$ cat src/rtl/noc_input_unit.sv
// -----------------------------------------------------------------------------
// noc_input_unit
//   Router input port. Buffers incoming flits in a small circular FIFO,
//   computes the XY (X-first) route of each packet's head flit, raises a
//   one-hot request toward the chosen output's arbiter and forwards flits in
//   the cycles where that arbiter grants. One credit is returned upstream for
//   every flit removed from the buffer (forwarded or discarded).
//
// Ports
//   clk           clock
//   rst           synchronous active-high reset
//   in_valid      upstream flit present this cycle
//   in_flit       incoming flit, type in the two MSBs
//   credit_out    one-cycle pulse per dequeued flit
//   req           one-hot request to the output arbiters
//   grant_in      this input's grant bit from each output arbiter
//   out_valid     flit driven to the crossbar this cycle
//   out_flit      buffer head flit (undefined while empty)
//   out_port      one-hot selected output of the current packet
//   count         buffer occupancy
//   overflow_err  sticky: flit arrived while the buffer was full
//   proto_err     sticky: BODY/TAIL at buffer head with no open packet
// -----------------------------------------------------------------------------
module noc_input_unit #(
  parameter int N_PORTS = 5,
  parameter int DEPTH   = 4,
  parameter int FLIT_W  = 32,
  parameter int X_W     = 3,
  parameter int Y_W     = 3,
  parameter int CUR_X   = 0,
  parameter int CUR_Y   = 0
) (
  input  logic                       clk,
  input  logic                       rst,
  input  logic                       in_valid,
  input  logic [FLIT_W-1:0]          in_flit,
  output logic                       credit_out,
  output logic [N_PORTS-1:0]         req,
  input  logic [N_PORTS-1:0]         grant_in,
  output logic                       out_valid,
  output logic [FLIT_W-1:0]          out_flit,
  output logic [N_PORTS-1:0]         out_port,
  output logic [$clog2(DEPTH):0]     count,
  output logic                       overflow_err,
  output logic                       proto_err
);

  localparam int PW = $clog2(DEPTH);
  localparam int CW = PW + 1;

  localparam logic [1:0] T_BODY   = 2'b00;
  localparam logic [1:0] T_HEAD   = 2'b01;
  localparam logic [1:0] T_TAIL   = 2'b10;
  localparam logic [1:0] T_SINGLE = 2'b11;

  typedef enum logic [1:0] {
    S_IDLE,
    S_REQ,
    S_ACTIVE
  } state_t;

  logic [FLIT_W-1:0]  mem [DEPTH];
  logic [PW-1:0]      wr_ptr_reg;
  logic [PW-1:0]      rd_ptr_reg;
  logic [CW-1:0]      count_reg;
  state_t             state_reg;
  logic [N_PORTS-1:0] port_reg;
  logic               overflow_reg;
  logic               proto_reg;

  logic [FLIT_W-1:0]  head;
  logic [1:0]         head_type;
  logic               head_is_start;
  logic               empty;
  logic               full;
  logic               wr_en;
  logic               deq;
  logic               fwd;
  logic               granted;
  logic [N_PORTS-1:0] req_c;
  logic [N_PORTS-1:0] route;
  logic [X_W-1:0]     dest_x;
  logic [Y_W-1:0]     dest_y;

  assign head          = mem[rd_ptr_reg];
  assign head_type     = head[FLIT_W-1 -: 2];
  assign head_is_start = (head_type == T_HEAD) || (head_type == T_SINGLE);
  assign empty         = (count_reg == '0);
  assign full          = (count_reg == CW'(DEPTH));
  assign wr_en         = in_valid && !full;
  // Only the grant bit matching the packet's own output counts.
  assign granted       = |(grant_in & port_reg);

  assign dest_x = head[X_W-1:0];
  assign dest_y = head[X_W+Y_W-1:X_W];

  // XY routing, X dimension resolved first, unsigned comparisons.
  always_comb begin
    route = '0;
    if (dest_x > X_W'(CUR_X))
      route[2] = 1'b1;        // E
    else if (dest_x < X_W'(CUR_X))
      route[4] = 1'b1;        // W
    else if (dest_y > Y_W'(CUR_Y))
      route[1] = 1'b1;        // N
    else if (dest_y < Y_W'(CUR_Y))
      route[3] = 1'b1;        // S
    else
      route[0] = 1'b1;        // local
  end

  // Request / dequeue decode. Gated by rst so nothing leaves the block (and no
  // credit is returned) in a reset cycle.
  always_comb begin
    req_c = '0;
    deq   = 1'b0;
    fwd   = 1'b0;
    if (!rst) begin
      case (state_reg)
        S_IDLE: begin
          // A stray BODY/TAIL is dropped, but its buffer slot is still credited.
          if (!empty && !head_is_start)
            deq = 1'b1;
        end
        S_REQ: begin
          req_c = port_reg;
          if (granted) begin
            deq = 1'b1;
            fwd = 1'b1;
          end
        end
        S_ACTIVE: begin
          if (!empty) begin
            req_c = port_reg;
            if (granted) begin
              deq = 1'b1;
              fwd = 1'b1;
            end
          end
        end
        default: begin
          req_c = '0;
        end
      endcase
    end
  end

  assign req          = req_c;
  assign out_valid    = fwd;
  assign credit_out   = deq;
  assign out_flit     = head;
  assign out_port     = port_reg;
  assign count        = count_reg;
  assign overflow_err = overflow_reg;
  assign proto_err    = proto_reg;

  // Flit storage; contents need no reset since occupancy tracks validity.
  always_ff @(posedge clk) begin
    if (wr_en)
      mem[wr_ptr_reg] <= in_flit;
  end

  always_ff @(posedge clk) begin
    if (rst) begin
      wr_ptr_reg   <= '0;
      rd_ptr_reg   <= '0;
      count_reg    <= '0;
      state_reg    <= S_IDLE;
      port_reg     <= '0;
      overflow_reg <= 1'b0;
      proto_reg    <= 1'b0;
    end else begin
      // Pointers wrap naturally because DEPTH is a power of two.
      if (wr_en)
        wr_ptr_reg <= wr_ptr_reg + 1'b1;
      if (deq)
        rd_ptr_reg <= rd_ptr_reg + 1'b1;
      count_reg <= count_reg + CW'(wr_en) - CW'(deq);

      // A read in the same cycle does not make room for a flit arriving full.
      if (in_valid && full)
        overflow_reg <= 1'b1;

      case (state_reg)
        S_IDLE: begin
          if (!empty) begin
            if (head_is_start) begin
              port_reg  <= route;
              state_reg <= S_REQ;
            end else begin
              proto_reg <= 1'b1;
            end
          end
        end
        S_REQ: begin
          if (granted)
            state_reg <= (head_type == T_SINGLE) ? S_IDLE : S_ACTIVE;
        end
        S_ACTIVE: begin
          if (!empty && granted && head_type == T_TAIL)
            state_reg <= S_IDLE;
        end
        default: begin
          state_reg <= S_IDLE;
        end
      endcase
    end
  end

endmodule

$ cat config.mk
export PLATFORM = sky130hd
export DESIGN_NAME = noc_input_unit
export DESIGN_NICKNAME = d
export VERILOG_FILES = /design/src/rtl/noc_input_unit.sv
export SDC_FILE = /design/constraint.sdc
export NUM_CORES = 1
export LEC_CHECK = 0
export ABC_AREA = 1
export CAP_MARGIN = 30
export CORE_UTILIZATION = 50
export CTS_BUF_LIST = sky130_fd_sc_hd__clkbuf_8
export DETAILED_ROUTE_END_ITERATION = 12
export HOLD_SLACK_MARGIN = 0.03
export PLACE_DENSITY = 0.86
export SYNTH_ARGS = -nofsm -noshare
export SYNTH_HDL_FRONTEND = slang
export SYNTH_SLANG_ARGS = --single-unit
$ cat constraint.sdc
create_clock -name clk -period 4.8 [get_ports clk]
set_input_delay 0.96 -clock clk [delete_from_list [all_inputs] [get_ports clk]]
set_output_delay 0.96 -clock clk [all_outputs]
set_load 0.005 [all_outputs]
## Word-level counts from Yosys, hierarchy flattened

Memories as Yosys holds them, arrays and structs flattened. A register that Yosys moved wholly into a read port is not among the register bits.
Cells that the tools add are included.

- Multiply operators: 0
- Div/mod/pow operators: 0
- $lt $le $gt $ge: 4
- Bitwise logic cells: 3
- Shift-type cells: 0
- Equal/unequal tests: 10
- Add/subtract/negate cells: 4
- Mux-type cells: 31
- Reduce and logical (&&, ||, !) cells: 15

Operators with widths:

| operator | count |
|---|---|
| 2-bit 2-to-1 mux | 10 |
| 1-bit 2-to-1 mux | 15 |
| 5-bit 2-to-1 mux | 2 |
| 5-bit one-hot mux with 2 select lines | 1 |
| 2-bit != test (second input constant) | 4 |
| 2-bit equality test (second input constant) | 3 |
| 3-bit by 1-bit > comparator with 1-bit output (second input constant) | 2 |
| 3-bit by 1-bit less-than comparator with 1-bit output (second input constant) | 2 |
| 2-bit one-hot mux with 3 select lines | 1 |
| 3-bit AND reduction | 2 |
| 5-bit bitwise AND | 1 |
| 1-bit logical AND | 5 |
| 5-bit OR reduction | 1 |
| 2-bit by 1-bit adder with 2-bit output (second input constant) | 2 |
| 2-bit by 1-bit equality test with 1-bit output (second input constant) | 2 |
| 4-bit AND reduction | 1 |
| 3-bit by 1-bit adder with 3-bit output | 1 |
| 3-bit equality test (second input constant) | 1 |
| 1-bit logical NOT | 3 |
| 3-bit logical NOT | 1 |
| 1-bit one-hot mux with 3 select lines | 1 |
| 3-bit by 1-bit subtractor with 3-bit output | 1 |
| 2-bit logical NOT | 1 |
| 1-bit NOT | 2 |
| 2 further kinds | 2 |

- Memory bits (writable): 128
- Bits in registers: 16
- Bits in latches: 0
- Input port bits: 40
- Memory bits (read-only): 0
- Memories kept: 1
- Output and inout bits: 49

Memory list:

| name | depth | bits a word | read ports | clocked after memory_dff | write ports | line | RTL |
|---|---|---|---|---|---|---|---|
| mem | 4 | 32 | 1 | 1 | 1 | 62 | `logic [FLIT_W-1:0] mem [DEPTH];` |

## Depth between registers and ports, before layout

Gate-level depths: netlist of run 1.

- Depth in word-level cells: 9
- Depth in mapped cells: 17
- Mapped depth without buffers: 15

## Worst setup path before layout of run 1

No wires, ideal clock.

- Path type: in2reg
- From: input port in_valid
- To: memory mem[0][0] (enable)
- Slack: 1.954 ns
- Data required time: 4.379 ns
- Arrival time: 2.425 ns
- Setup time: 0.421 ns
- Buffers on the path: 0
- Stages on the path: 2
- Cell sequence: o21ai_2 nor2_1

- Cells in the longest elaborated chain, start to end: 3

Ends and longest elaborated chain:

| item | line | RTL |
|---|---|---|
| start, declared | 35 | `input logic in_valid,` |
| 1-bit logical AND | 90 | `assign wr_en = in_valid && !full;` |
| 1-bit 2-to-1 mux | 159 | `if (wr_en)` |
| 1-bit 2-to-1 mux (implied by the code) | 160 | `mem[wr_ptr_reg] <= in_flit;` |
| end, declared | 62 |  |

No other way between the ends.

## Worst setup path after layout of run 1

- From: input port rst
- To: output port req[0]

- Cells in the longest elaborated chain, start to end: 1

Ends and longest elaborated chain:

| item | line | RTL |
|---|---|---|
| start, declared | 34 | `input logic rst,` |
| 5-bit 2-to-1 mux | 118 | `if (!rst) begin` |
| end, declared | 38 | `output logic [N_PORTS-1:0] req,` |

No other way between the ends.

==> impl_metrics.json, run 1 <==
{
  "syn_inst": 470,
  "wirelength_mm": 11.5,
  "place_congestion": 0.814,
  "rsz0062_at_grt": "false",
  "hp-class": "flip-flop to flip-flop",
  "p_leak_nw": 2.61,
  "io_pins": 89,
  "setup-violations-final": 0,
  "worstSetupPathType": "input port to primary output",
  "ir_drop_v": 0.000322,
  "diodes": 0,
  "layout_commonest_cell": "edfxtp_1",
  "skew_ns": 0.0171,
  "multiInputGateArea_mm2": 0.00147,
  "tightest_slew_ns": 0.678,
  "post-cts-setup-buffers": 0,
  "ys_seq_elements": 144,
  "largest_reg_flops": 128,
  "final_area_mm2": 0.00732,
  "slew_headroom_pct": 54.8,
  "drt_pre_antenna_iters": 5,
  "die_height_um": 111,
  "grtUsageTotal_pct": 19.6,
  "syn_to_final_growth_pct": 24.2,
  "crit_arrival_ns": 2.69,
  "netlist_area_mm2": 0.00589,
  "cts_root_buffer": "clkbuf_8",
  "cts_made_buffers": 17,
  "p_total_mw": 3.89,
  "whs_ns": 0.457,
  "fin_nets": 606,
  "cp.required_ns": 3.84,
  "yosysWarnings": 0,
  "grt_pass1_vias": 3792,
  "ys_top_cells_by_area": "edfxtp_1, dfxtp_1, o21ai_0",
  "grt_overflow_total": 0,
  "final_cell_mix": "edfxtp_1, clkdlybuf4s50_1, nor2_1",
  "vias": 3829,
  "crit_path_end_kind": "primary output",
  "dpl_worst_slack_ns": 1.15,
  "rows": 39,
  "start_util_pct": 51.4,
  "finalCritPeriodShare_pct": 76.0,
  "drt_iter0_markers": 261,
  "grt_pass1_wl_mm": 18.2,
  "clock.fmax_ghz": 0.274,
  "power_density_mw_per_mm2": 532,
  "clk_pin_slew_ns": 0.08,
  "cap_violations": 0,
  "synthDistinctLibCells": 31,
  "htreeDepth": 4,
  "finalMaxSlewViolations": 0,
  "dp_hpwl_mm": 7.14,
  "final_layout_size_suffix_gt1_share_pct": 12.7,
  "dieArea_mm2": 0.0122,
  "dpl_cell_area_mm2": 0.00690,
  "setup_ws_ns": 1.15,
  "hold_violations": 0,
  "ys_seq_area_share_pct": 70.7,
  "drc": 0,
  "hold_buffers": 0,
  "cts_sinks": 144,
  "ant_nets": 0,
  "antenna_found_initial": 0,
  "io_buffers": 82,
  "grt_max_degree": 66,
  "die_w_um": 111,
  "clockBufferDepth": 2,
  "fillers": 810,
  "setup_tns_ns": 0,
  "synth_top_cell_by_area": "edfxtp_1",
  "synth_top_area_share_pct": 65.2,
  "clock_latency_ns": 0.44,
  "via_per_inst": 5.39,
  "tritoncts": "done",
  "startpoint_type": "input port",
  "core_area_mm2": 0.0115,
  "wire_per_inst_um": 16.1,
  "cts.repair.resized": 0,
  "layout.area.seq_mm2": 0.00417,
  "path_max_fanout": 9,
  "status": "complete, no violations",
  "fin_crit_ns": 3.65,
  "syn_area_per_cell_um2": 12.5
}
==> metal layers <==
metal,GRT usage (%),vias up,share of wire (%)
met4,7.91,0,1.2
met1,23.8,1836,40
met3,6.53,17,8.4
met2,32.1,166,51
li1,-,1810,-
met5,0,-,0
==> cells in the mapped netlist <==
cell type,number
edfxtp_1,128
buf_6,3
nand3_2,4
nor2_1,69
a21oi_1,9
nand2_4,5
nor2_2,1
nor3_2,1
ha_1,10
inv_2,1
conb_1,1
a31oi_1,1
nand3_1,14
o21ai_0,52
buf_4,5
nor2_4,1
clkbuf_1,9
fa_1,1
a21oi_2,3
dfxtp_1,16
nand2_2,6
inv_1,32
o21ai_1,1
nand4_1,1
nand2_1,57
nand3_4,4
inv_4,2
buf_12,1
o22ai_1,24
buf_2,7
o21ai_2,1
==> worst paths after layout <==
| check | start | endpoint | slack [ns] | cells past startpoint |
|---|---|---|---|---|
| setup / recovery | rst | req[0] | 1.15 | 5 |
| hold / removal | proto_err | proto_err | 0.46 | 2 |
| setup reg to reg | flip-flop | count[2] | 1.85 | 15 |
| hold reg to reg | proto_err | proto_err | 0.46 | 2 |
==> logic make-up after synthesis <==
logic type                 share of synthesized area [%]
adders and majority gates                           2.46
other                                             0.0636
DFF                                                 70.7
AOI/OAI and AO/OA                                   8.52
and+or+nand+nor                                     13.3
buffers and inverters                               5.03
==> power breakdown <==
part | internal, mW | switching (mW) | leakage, nW
Clock | 0.491 | 0.492 | 0.215
Sequential | 1.52 | 0.0741 | 1.30
Combinational | 0.587 | 0.728 | 1.09
==> critical path, stage by stage <==
cell and delay (ns):
clkdlybuf4s50_1 0.59, inv_1 0.31, nand2_1 0.17, nor2_1 0.15, clkdlybuf4s50_1 0.51
==> metrics by stage <==
step	instances	util, %
finish	711	63.8
global placement	675	59.2
detailed placement	679	60.2
global route	711	63.8
CTS	711	63.8
floorplan	473	-
==> final cells by class <==
class	count	share of cell area [%]
Sequential cell	144	56.9
Multi-Input combinational cell	269	20.1
Inverter	35	1.86
Clock inverter	15	2.55
Clock buffer	17	3.20
Timing Repair Buffer	88	12.9
Tap cell	143	2.44
Power figures use the tool's default switching activity.
==> inputs of run 2 (changes only) <==
Clock period 4.8 ns to 3.6 ns, I/O delays scaled along.
==> impl_metrics.json, run 2 (synthesis gave the netlist of run 1 again) <==
{
  "diodes": 0,
  "die_height_um": 111,
  "grt_pass1_vias": 3915,
  "setup_tns_ns": 0,
  "clockBufferDepth": 2,
  "wirelength_mm": 11.6,
  "final_cell_mix": "edfxtp_1, clkdlybuf4s50_1, nor2_1",
  "largest_reg_flops": 128,
  "core_area_mm2": 0.0115,
  "tritoncts": "done",
  "ant_nets": 0,
  "finalCritPeriodShare_pct": 87.2,
  "grt_max_degree": 66,
  "die_w_um": 111,
  "clock_latency_ns": 0.42,
  "drt_iter0_markers": 247,
  "crit_arrival_ns": 2.42,
  "layout_commonest_cell": "edfxtp_1",
  "hold_buffers": 0,
  "cts_root_buffer": "clkbuf_8",
  "vias": 3823,
  "slew_headroom_pct": 54.8,
  "antenna_found_initial": 0,
  "clk_pin_slew_ns": 0.09,
  "cts_sinks": 144,
  "final_cells": 713,
  "rsz0062_at_grt": "false",
  "syn_to_final_growth_pct": 23.0,
  "io_buffers": 82,
  "power_density_mw_per_mm2": 706,
  "setup-violations-final": 0,
  "start_util_pct": 51.4,
  "drc": 0,
  "wire_per_inst_um": 16.3,
  "tightest_slew_ns": 0.678,
  "status": "complete, no violations",
  "r2r_cells": 15,
  "cp.required_ns": 2.88,
  "clock.fmax_ghz": 0.319,
  "path_max_fanout": 63,
  "grtUsageTotal_pct": 19.6,
  "grt_pass1_wl_mm": 18.4,
  "crit_path_end_kind": "primary output",
  "finalMaxSlewViolations": 0,
  "cts_made_buffers": 17,
  "final_layout_size_suffix_gt1_share_pct": 13.0,
  "hold_violations": 0,
  "worstSetupPathType": "flip-flop to primary output",
  "place_congestion": 0.783,
  "cap_violations": 0,
  "p_leak_nw": 2.59,
  "via_per_inst": 5.36,
  "skew_ns": 0.00944,
  "dp_hpwl_mm": 6.84,
  "post-cts-setup-buffers": 0,
  "min_path_cells": 2,
  "fin_nets": 609,
  "io_pins": 89,
  "cts.repair.resized": 0,
  "ir_drop_v": 0.000509,
  "dpl_worst_slack_ns": 0.537,
  "drt_pre_antenna_iters": 4,
  "fillers": 805,
  "rows": 39,
  "dp_cells": 682,
  "hp-class": "flip-flop to flip-flop",
  "dieArea_mm2": 0.0122,
  "grt_overflow_total": 0,
  "startpoint_type": "flip-flop",
  "setup_ws_ns": 0.461,
  "fin_crit_ns": 3.14,
  "htreeDepth": 4
}
==> run 2: cell types whose count changed in the layout (fill, tap and decap cells not counted) <==
cell,delta
clkinv_4,+2
buf_16,-4
inv_8,-3
clkinvlp_4,-1
bufinv_16,-1
clkinv_8,+2
buf_4,+7
inv_6,+1
clkinv_2,-1
==> run 2: cell type report <==
cell class                      instances  area, um^2  share of cell area (%)
Timing Repair Buffer                   91         888                    12.3
Inverter                               35         136                    1.88
Clock inverter                         14         169                    2.33
Multi-Input combinational cell        269        1470                    20.3
Sequential cell                       144        4170                    57.5
Clock buffer                           17         234                    3.23
Tap cell                              143         179                    2.47
==> run 2: per-stage QoR <==
step	total power, mW	area, um^2	hold WS, ns	util, %
finish	5.12	7240	0.464	63.2
global route	5.40	7240	0.493	63.2
global placement	3.83	6840	0.439	59.7
floorplan	3.16	5900	0.447	-
detailed placement	3.89	6840	0.453	59.7
CTS	5.14	7240	0.466	63.2
==> run 2: path summary, 6_finish.rpt <==
check	slack, ns	startpoint	endpoint
max	0.46	flip-flop	credit_out
min	0.46	proto_err	proto_err
max reg2reg	0.80	flip-flop	count[2]
min reg2reg	0.46	proto_err	proto_err
==> run 2: where the power goes <==
part	switching, mW	leakage [nW]	internal [mW]	total, mW
Sequential	0.0808	1.30	2.02	2.11
Clock	0.675	0.205	0.585	1.26
Combinational	0.989	1.08	0.763	1.75
Total	1.74	2.59	3.37	5.12
==> run 2: critical path: stages (launching register included) <==
cell and delay, ns:
dfxtp_2 0.35, buf_4 0.50, nand2_1 0.19, nand3_4 0.14, nand2_4 0.08, nand2_4 0.09, nand2_4 0.06, nand2_1 0.07
nor2_1 0.06, clkdlybuf4s50_1 0.44
==> run 2: metal layers <==
layer	vias up	GRT usage [%]	share of wire, %	routed length (um)
met5	-	0	0	0
met4	0	8.80	0.94	109
met3	12	4.88	7.5	876
met2	185	32.9	51	5960
met1	1808	24.1	40	4690
li1	1818	-	-	-
==> inputs of run 3 (changes only) <==
Settings changed: CTS_CLUSTER_SIZE set to 40, GPL_ROUTABILITY_DRIVEN set to 1.
Clock period 3.6 ns to 3 ns, I/O delays scaled along.
==> impl_metrics.json, run 3 (synthesis gave the netlist of run 1 again) <==
{
  "status": "complete, no violations",
  "cts_root_buffer": "clkbuf_8",
  "ir_drop_v": 0.000550,
  "power.share.clock_pct": 23.3,
  "final_cell_mix": "edfxtp_1, clkdlybuf4s50_1, nor2_1",
  "route.met3.wl_um": 771,
  "hold_violations": 0,
  "met1_length_mm": 4.90,
  "final_core_util_pct": 63.7,
  "hold_buffers": 0,
  "htreeDepth": 4,
  "r2r_setup_slack_ns": 0.43,
  "r2r_cells": 15,
  "startpoint": "state_reg[0]",
  "die_height_um": 111,
  "start_util_pct": 51.4,
  "crit_arrival_ns": 2.27,
  "cts_made_buffers": 17,
  "cp.depth": 9,
  "setup-violations-final": 0,
  "grt_pass1_wl_mm": 18.3,
  "finalCritPeriodShare_pct": 95.8,
  "antenna_found_initial": 0,
  "grt_pass1_vias": 3914,
  "setup_tns_ns": 0,
  "finalMaxSlewViolations": 0,
  "p_total_mw": 6.13,
  "slew_headroom_pct": 55.0,
  "io_pins": 89,
  "top_layer_used": "met4",
  "io_buffers": 82,
  "cp_slowest_cell": "clkdlybuf4s50_1",
  "skew_ns": 0.0120,
  "syn_to_final_growth_pct": 24.0,
  "seq_power_share_pct": 41.2,
  "core_area_mm2": 0.0115,
  "path_max_fanout": 4,
  "cap_violations": 0,
  "dieArea_mm2": 0.0122,
  "clock_latency_ns": 0.43,
  "startpoint_type": "flip-flop",
  "cp.required_ns": 2.40,
  "timing.rr.end": "count[2]",
  "internal-power_mw": 4.01,
  "clock.fmax_ghz": 0.348,
  "path_delay_family": "buffers and inverters",
  "final_layout_size_suffix_gt1_share_pct": 13.8,
  "grt_max_degree": 44,
  "slowest_delay_ns": 0.53,
  "fin_crit_ns": 2.87,
  "wirelength_mm": 11.6,
  "drc": 0,
  "largest_reg_flops": 128,
  "switchingPower_mw": 2.12,
  "grtUsageTotal_pct": 19.5,
  "grt_overflow_total": 0,
  "vias": 3848,
  "via_per_inst": 5.36,
  "hp-class": "flip-flop to flip-flop",
  "clk_pin_slew_ns": 0.09,
  "p_leak_nw": 2.60,
  "drt_iter0_markers": 304,
  "drt_pre_antenna_iters": 5,
  "place_congestion": 0.813,
  "comb_power_share_pct": 35.5,
  "dp_hpwl_mm": 7.21,
  "cts_sinks": 144,
  "wl_met2_mm": 5.77,
  "ant_nets": 0,
  "rows": 39,
  "wire_per_inst_um": 16.2,
  "crit_path_end_kind": "primary output",
  "worstSetupPathType": "flip-flop to primary output",
  "tightest_slew_ns": 0.675,
  "die_w_um": 111,
  "fin_nets": 612,
  "post-cts-setup-buffers": 0,
  "layout_commonest_cell": "edfxtp_1",
  "fillers": 809,
  "clockBufferDepth": 2,
  "tritoncts": "done",
  "power_density_mw_per_mm2": 839,
  "crit_end": "credit_out",
  "path_buf_inv": 3,
  "switching_share_pct": 34.6,
  "path_cells": "inv_1, ha_2, inv_1, nor2_2, nand2_4, nand2_4, nand2_1, nor2_1, clkdlybuf4s50_1"
}
-- run 3: cell types whose count changed in the layout (fill, tap and decap cells not counted), sizes merged --
cell,previous run,this run
inv,44,45
clkinvlp,0,3
clkinv,4,2
diode,0,1
bufinv,1,0
buf,9,12
-- run 3: through the flow --
step	instance area, um^2	hold WS, ns	setup WS (ns)	instances
2_1_floorplan	5900	0.447	0.514	473
5_1_grt	7300	0.496	-0.0198	717
4_1_cts	7280	0.461	0.000771	717
3_5_place_dp	6900	0.447	0.108	685
3_3_place_gp	6900	0.436	0.192	685
6_report	7310	0.462	0.126	718
-- run 3: area by class of cell --
type | instances | area (um^2) | share of cell area (%)
Antenna cell | 1 | 2.50 | 0.0343
Clock buffer | 17 | 234 | 3.20
Clock inverter | 15 | 145 | 1.99
Inverter | 35 | 139 | 1.90
Multi-Input combinational cell | 269 | 1480 | 20.2
Sequential cell | 144 | 4170 | 57.0
Tap cell | 143 | 179 | 2.45
Timing Repair Buffer | 94 | 963 | 13.2
-- run 3: power groups by stage --
stage / clock network [mW] / registers, mW / logic, mW
global route: 1.54 / 2.55 / 2.38
floorplan: 0 / 2.56 / 1.23
finish: 1.43 / 2.53 / 2.18
detailed placement: 0 / 2.57 / 2.15
global placement: 0 / 2.56 / 2.07
CTS: 1.44 / 2.53 / 2.17
-- run 3: worst min-delay path by stage --
| stage | from | endpoint | slack (ns) | cells past startpoint |
|---|---|---|---|---|
| 2_1_floorplan | overflow_err | overflow_err | 0.45 | 2 |
| 3_3_place_gp | overflow_err | overflow_err | 0.44 | 2 |
| 3_5_place_dp | proto_err | proto_err | 0.45 | 2 |
| 4_1_cts | proto_err | proto_err | 0.46 | 2 |
| 5_1_grt | overflow_err | overflow_err | 0.50 | 2 |
| 6_report | proto_err | proto_err | 0.46 | 2 |
-- run 3: worst reg2reg max path, stage by stage (launching register included) --
cell	delay (ns)
dfxtp_2	0.39
buf_6	0.31
nand2_1	0.16
nand3_4	0.12
nand2_4	0.08
nand2_4	0.08
nand2_4	0.07
nand2_1	0.07
nor2_1	0.06
ha_1	0.29
inv_1	0.06
ha_1	0.13
inv_1	0.05
fa_1	0.37
o21ai_0	0.16
a21oi_1	0.05
-- run 3: layer usage --
metal  GRT usage (%)  up-vias
li1                -     1824
met1            24.0     1835
met2            32.3      171
met3            5.21       18
met4            9.07        0
met5               0        -
-- run 3: what timing repair did --
item	CTS	global route
setup endpoints to repair	2	10
endpoints found under the hold margin	0	0
gates cloned	0	0
resized for setup	1	6
